$ cat config.mk
export PLATFORM = sky130hd
export DESIGN_NAME = iter_shift_unit
export DESIGN_NICKNAME = d
export VERILOG_FILES = /design/src/rtl/iter_shift_unit.sv
export SDC_FILE = /design/constraint.sdc
export NUM_CORES = 1
export LEC_CHECK = 0
export CAP_MARGIN = 25
export CORE_MARGIN = 2
export CORE_UTILIZATION = 50
export CTS_CLUSTER_DIAMETER = 40
export DETAILED_ROUTE_END_ITERATION = 7
export PLACE_DENSITY_LB_ADDON = 0.1
export SLEW_MARGIN = 40
export SYNTH_ARGS = -nofsm -noshare
export SYNTH_HDL_FRONTEND = slang
export SYNTH_SLANG_ARGS = --single-unit
$ cat constraint.sdc
create_clock -name clk -period 5.1 [get_ports clk]
set_input_delay 0.51 -clock clk [delete_from_list [all_inputs] [get_ports clk]]
set_output_delay 0.51 -clock clk [all_outputs]
set_load 0.02 [all_outputs]
$ cat src/rtl/iter_shift_unit.sv
// iter_shift_unit: multi-cycle shifter for RV32I SLL/SRL/SRA (and immediate forms).
// Shifts one bit position per clock instead of using a barrel shifter.
//
// Ports:
//   clk     rising-edge system clock
//   rst_n   synchronous active-low reset
//   start   request strobe, sampled only while idle
//   op      00 SLL, 01 SRL, 10 SRA, 11 reserved (passes a through)
//   a       operand (rs1)
//   shamt   shift amount
//   flush   synchronous abort from the pipeline
//   busy    high whenever an operation is in flight (SHIFT or DONE)
//   done    one-cycle pulse, result valid in that cycle
//   result  shifted value, held until the next accepted start
module iter_shift_unit #(
  parameter int unsigned N   = 32,
  parameter int unsigned SHW = 5
) (
  input  logic           clk,
  input  logic           rst_n,
  input  logic           start,
  input  logic [1:0]     op,
  input  logic [N-1:0]   a,
  input  logic [SHW-1:0] shamt,
  input  logic           flush,
  output logic           busy,
  output logic           done,
  output logic [N-1:0]   result
);

  localparam logic [1:0] OP_SLL = 2'b00;
  localparam logic [1:0] OP_SRL = 2'b01;
  localparam logic [1:0] OP_SRA = 2'b10;
  localparam logic [1:0] OP_RSV = 2'b11;

  typedef enum logic [1:0] {
    S_IDLE  = 2'b00,
    S_SHIFT = 2'b01,
    S_DONE  = 2'b10
  } state_e;

  state_e         state_q, state_d;
  logic [N-1:0]   work_q,  work_d;
  logic [SHW-1:0] cnt_q,   cnt_d;
  logic [1:0]     op_q,    op_d;
  logic           busy_q,  busy_d;
  logic           done_q,  done_d;

  // Next-state, working-register and status logic.
  always_comb begin
    state_d = state_q;
    work_d  = work_q;
    cnt_d   = cnt_q;
    op_d    = op_q;

    unique case (state_q)
      S_IDLE: begin
        // flush alongside start rejects the request.
        if (start && !flush) begin
          work_d = a;
          op_d   = op;
          if ((shamt == '0) || (op == OP_RSV)) begin
            state_d = S_DONE;
            cnt_d   = '0;
          end else begin
            state_d = S_SHIFT;
            cnt_d   = shamt;
          end
        end
      end
      S_SHIFT: begin
        unique case (op_q)
          OP_SLL:  work_d = {work_q[N-2:0], 1'b0};
          OP_SRL:  work_d = {1'b0, work_q[N-1:1]};
          OP_SRA:  work_d = {work_q[N-1], work_q[N-1:1]};
          default: work_d = work_q;
        endcase
        cnt_d = cnt_q - SHW'(1);
        if (cnt_q == SHW'(1)) begin
          state_d = S_DONE;
        end
      end
      S_DONE: begin
        state_d = S_IDLE;
      end
      default: begin
        state_d = S_IDLE;
      end
    endcase

    // Abort drops the operation without a done pulse and leaves result alone.
    if (flush && (state_q != S_IDLE)) begin
      state_d = S_IDLE;
      cnt_d   = '0;
      work_d  = work_q;
    end

    busy_d = (state_d != S_IDLE);
    done_d = (state_d == S_DONE);
  end

  // State and datapath registers with synchronous reset.
  always_ff @(posedge clk) begin
    if (!rst_n) begin
      state_q <= S_IDLE;
      work_q  <= '0;
      cnt_q   <= '0;
      op_q    <= OP_SLL;
      busy_q  <= 1'b0;
      done_q  <= 1'b0;
    end else begin
      state_q <= state_d;
      work_q  <= work_d;
      cnt_q   <= cnt_d;
      op_q    <= op_d;
      busy_q  <= busy_d;
      done_q  <= done_d;
    end
  end

  assign busy   = busy_q;
  assign done   = done_q;
  assign result = work_q;

endmodule

==> results of run 1 <==
critical path, cell delays in order (launching register included):
cell and delay [ns]:
dfxtp_1 0.70, nand2b_4 0.37, o221ai_4 0.25, buf_4 0.51, nand3_1 0.17, o31ai_1 0.10
cell families after synthesis:
| logic type | synth area share, % |
|---|---|
| AOI/OAI and AO/OA | 37.4 |
| buffers and inverters | 7.91 |
| DFF | 36.8 |
| and+or+nand+nor | 14.9 |
| adders and majority gates | 2.67 |
| xor gates and xnor gates | 0.374 |
worst min-delay path by stage:
stage / slack, ns / cells past startpoint / end / from
global route: 0.50 / 2 / result[0]$_SDFFE_PN0P_ / result[0]$_SDFFE_PN0P_
detailed placement: 0.47 / 2 / result[0]$_SDFFE_PN0P_ / result[0]$_SDFFE_PN0P_
CTS: 0.48 / 2 / result[0]$_SDFFE_PN0P_ / result[0]$_SDFFE_PN0P_
finish: 0.48 / 2 / result[0]$_SDFFE_PN0P_ / result[0]$_SDFFE_PN0P_
global placement: 0.46 / 2 / result[0]$_SDFFE_PN0P_ / result[0]$_SDFFE_PN0P_
floorplan: 0.45 / 2 / cnt_q[4]$_SDFFE_PP0P_ / cnt_q[4]$_SDFFE_PP0P_
Yosys cell counts (all sizes together) (6+ instances only):
| master | instances | area, um^2 |
|---|---|---|
| o31ai | 30 | 225 |
| inv | 6 | 22.5 |
| clkbuf | 16 | 60.1 |
| a221oi | 30 | 263 |
| a21oi | 6 | 30.0 |
| nor2 | 9 | 36.3 |
| buf | 13 | 103 |
| nand3 | 33 | 165 |
| nand2 | 9 | 33.8 |
| o21ai | 33 | 165 |
| dfxtp | 43 | 861 |
| nor3 | 6 | 30.0 |
routing by layer:
layer	track usage (%)	vias up	wire length [um]
li1	-	1168	-
met1	34.5	1200	2890
met2	42.3	94	3000
met3	4.58	6	357
met4	5.97	0	63
met5	0	-	0
sequential cells by signal, summed over array words and instances, names as in the netlist:
signal,count
cnt_q,5
op_q,2
state_q,2
result,32
busy,1
done,1
layout by cell type, fill, tap and decap left out, types with 3 or more instances in the layout:
cell	n
a21o_1	3
a21oi_1	6
a221oi_1	30
buf_4	3
clkbuf_8	5
clkdlybuf4s50_1	75
dfxtp_1	43
ha_1	5
inv_1	5
nand2_1	9
nand3_1	33
nor2_1	8
nor2b_1	3
nor3_1	6
o21ai_0	32
o31ai_1	30
where the power goes:
part	internal, uW	switching, uW
Clock	96.3	116
Sequential	362	30.6
Combinational	105	118
Total	563	265
metrics by stage:
step,total power [uW],util (%)
floorplan,531,-
global placement,616,67.9
detailed placement,621,68.0
CTS,828,69.8
global route,870,69.8
finish,828,69.8
cell type report:
cell class | count | share of cell area [%]
Inverter | 6 | 0.726
Clock buffer | 7 | 2.46
Clock inverter | 1 | 0.161
Tap cell | 52 | 2.10
Timing Repair Buffer | 78 | 24.9
Sequential cell | 43 | 27.7
Multi-Input combinational cell | 190 | 41.9
==> metrics.txt, run 1 <==
root buffer cell clkbuf_8; drt total wl 6300 um; Peak supply drop 0.000167 V; Yosys reg bits 43; worst hold slack 0.483 ns; Slew Viols, Final 0; Max Cap Viol 0; placed cells 369; total grt overflow 0; Port Buffer Count 76; syn nets 316; Clock Skew 0.00897 ns; Final Hold Fails 0; Worst setup startpoint state_q[0]$_SDFF_PN0_; Vias/cell 6.55; status completed; pwr dens 267 nW/um^2; layout cells sized above 1 6.15%; clock sinks 43; post-synthesis async set-or-reset flop share 0%; postcts setup bufs 0; Reg area 861 um^2; Core Footprint 4440 um^2; post-route setup TNS 0 ns; Final Cell Area 3100 um^2; worst-case clock buffer depth 2; # hold bufs at CTS 0; Least-Margin Pin Slew 0.586 ns; Setup crit end result[30]$_SDFFE_PN0P_; # setup viols final 0; clk slew on worst S/H paths 0.08 ns; Filler cells 357; final setup margin 2.89 ns; Cell Count, Final, Fillers Out 377; Tcrit/Tclk final 43.4%; DR WL/cell 16.7 um; Iter 0 DRT Violations 314; Total GRT Usage 25.5%; CP max FO 62; Max-slew headroom 60.9%; reg-to-reg critical path endpoint result[30]$_SDFFE_PN0P_; critical path class flop to flop; Synth cell types 38; vias in the first global route 2,280; sequential fraction of the synthesis area 36.8%; R2R setup slack 2.89 ns; die width 72.4 um; Detailed Routing Iterations Pass 1 4; Peak Freq 452 MHz; # H-tree levels 2; yosys warns 0; I/O Pins 77; post-place setup slack 2.94 ns; routability-driven placement congestion ratio 0.882; hold crit path type flop to flop; r2r startpoint state_q[0]$_SDFF_PN0_; largest net degree at the start of global routing 66; routed via count 2,468; Post-synth EDFFs 0; Site Rows 24; Clk Latency, worst-skew pair 0.29 ns; mapped cell area 2340 um^2; CP arrival 2.41 ns; CTS buffer count 5; area of the multi-input gates 1300 um^2; Synth Instances 268; R2R depth 5; initial core utilization 52.7%; Final min period 2.21 ns; n_diodes 0; crit path launch type flop; Post-CTS Resized 0; # DRC 0; Lkg Pwr 0.00106 uW; Die ar. 5250 um^2; Crit. End Element flop; Syn Area/Cell 8.74 um^2; Area growth syn-to-layout 32.5%; unrepaired setup endpoints after global routing no; Cell Area, Placed 3020 um^2; Detail Route Antenna Nets 0; ys flop type dfxtp_1; Detail Placement HPWL 4050 um; first-pass GRT wire length 10,900 um; required time worst endpoint 5.30 ns; CTS tree done; antenna violations before repair 0; Die H 72.4 um; nets 372
No activity file was read; power rests on OpenSTA's default activity.
==> run 2: changes to the inputs <==
Settings changed: CORE_UTILIZATION 50 to 46.
Clock period 5.1 ns to 2.2 ns, I/O delays scaled along.
==> metrics.txt, run 2 (same netlist as run 1, synthesis figures left out) <==
status completed; min-delay src rst_n; die width 75.4 um; Tcrit/Tclk final 86.9%; slowest stage delay, CP 0.42 ns; Post-CTS Resized 0; Core Footprint 4820 um^2; # hold bufs at CTS 0; Max Cap Viol 0; CP top delay family simple AND/OR/NAND/NOR gates; postcts setup bufs 0; pwr dens 630 nW/um^2; CP max FO 11; largest net degree at the start of global routing 38; placed cells 392; Detailed Routing Iterations Pass 1 4; Cell Count, Final, Fillers Out 399; routed via count 2,381; Least-Margin Pin Slew 0.558 ns; Die ar. 5680 um^2; Peak supply drop 0.000364 V; reg-to-reg critical path endpoint result[28]$_SDFFE_PN0P_; # DRC 0; initial core utilization 48.6%; CTS tree done; Detail Route Antenna Nets 0; Max-slew headroom 62.7%; I/O Pins 77; WHS Endpoint result[31]$_SDFFE_PN0P_; WP buf/inv 2; Lkg Pwr 0.00112 uW; Peak Freq 523 MHz; total grt overflow 0; Slew Viols, Final 0; Clk Latency, worst-skew pair 0.29 ns; number of flip-flops under the largest register name 32; Filler cells 466; worst-case clock buffer depth 2; DR WL/cell 15.5 um; Total GRT Usage 22.3%; CP arrival 2.12 ns; worst-path cell chain inv_1 -> ha_1 -> or3_1 -> o221ai_4 -> buf_4 -> nand3_1 -> o31ai_1; Die H 75.4 um; clk slew on worst S/H paths 0.08 ns; r2r startpoint op_q[0]$_SDFFE_PN0P_; root buffer cell clkbuf_8; Crit. End Element flop; post-place setup slack 0.295 ns; Vias/cell 5.97; unrepaired setup endpoints after global routing no; commonest non-fill, non-tap cell in the layout clkdlybuf4s50_1; clock sinks 43; routability-driven placement congestion ratio 0.801; critical path class flop to flop; Site Rows 25; Iter 0 DRT Violations 185; first-pass GRT wire length 9890 um; crit path launch type flop; antenna violations before repair 0; # H-tree levels 2; final setup margin 0.289 ns; CP max-delay cell or3_1; hold crit path type input port to flop; Detail Placement HPWL 4210 um; vias in the first global route 2,127; post-route setup TNS 0 ns; R2R depth 7; layout cells sized above 1 8.13%; Final min period 1.91 ns; # setup viols final 0; drt total wl 6170 um; Final Hold Fails 0; required time worst endpoint 2.41 ns; worst hold stages 2; CTS buffer count 5; R2R setup slack 0.29 ns; Cell Area, Placed 3120 um^2; Area growth syn-to-layout 37.7%; Final Cell Area 3220 um^2; n_diodes 0; most frequent cells in the layout clkdlybuf4s50_1 (75), dfxtp_1 (43), nand3_1 (33); Port Buffer Count 76; nets 380; Clock Skew 0.00172 ns
[run 2: changes by cell type in the layout (fill, tap and decap cells not counted), sizes merged]
cell	before	now
buf	3	11
bufinv	0	1
clkbuf	7	6
clkinv	1	0
[run 2: how the worst max path moves through the flow]
stage,start,end,slack (ns),cells past startpoint
after floorplan,op_q[0]$_SDFFE_PN0P_,result[10]$_SDFFE_PN0P_,0.57,6
after global placement,op_q[0]$_SDFFE_PN0P_,result[28]$_SDFFE_PN0P_,0.21,5
after detailed placement,op_q[0]$_SDFFE_PN0P_,result[0]$_SDFFE_PN0P_,0.29,7
after CTS,op_q[0]$_SDFFE_PN0P_,result[28]$_SDFFE_PN0P_,0.28,7
after global routing,op_q[0]$_SDFFE_PN0P_,result[10]$_SDFFE_PN0P_,0.16,7
final,op_q[0]$_SDFFE_PN0P_,result[28]$_SDFFE_PN0P_,0.29,7
[run 2: cell type report]
type                       instances  area, um^2  area share, %
timing repair buffer              86         856           26.5
multi-input combinational        190        1300           40.3
sequential                        43         861           26.7
inverter                           6        22.5          0.698
tap                               67        83.8           2.60
clock buffer                       6        72.6           2.25
clock inverter                     1        30.0          0.931
[run 2: power breakdown]
part	total [uW]	switching, uW	internal [uW]
Sequential	908	69.6	838
Clock	588	255	333
Combinational	536	276	260
[run 2: through the flow]
step / total power (uW) / util [%] / hold WS, ns
2_1_floorplan: 1230 / - / 0.380
3_3_place_gp: 1450 / 64.8 / 0.461
3_5_place_dp: 1460 / 64.8 / 0.477
4_1_cts: 2050 / 66.9 / 0.381
5_1_grt: 2130 / 66.9 / 0.407
6_report: 2030 / 66.9 / 0.386
[run 2: worst register-to-register path: cells and delay by family (launching register included)]
family | cells | cell delay (ns)
AOI/OAI and AO/OA | 2 | 0.45
buffers and inverters | 2 | 0.31
adders and majority gates | 1 | 0.23
and+or+nand+nor | 2 | 0.50
DFF | 1 | 0.34
[run 2: per-layer routing]
layer,up-vias,global-route usage (%),wire length [um]
li1,1178,-,-
met1,1126,29.0,2820
met3,4,5.16,389
met4,0,7.02,33
met2,73,36.6,2930
met5,-,0,0
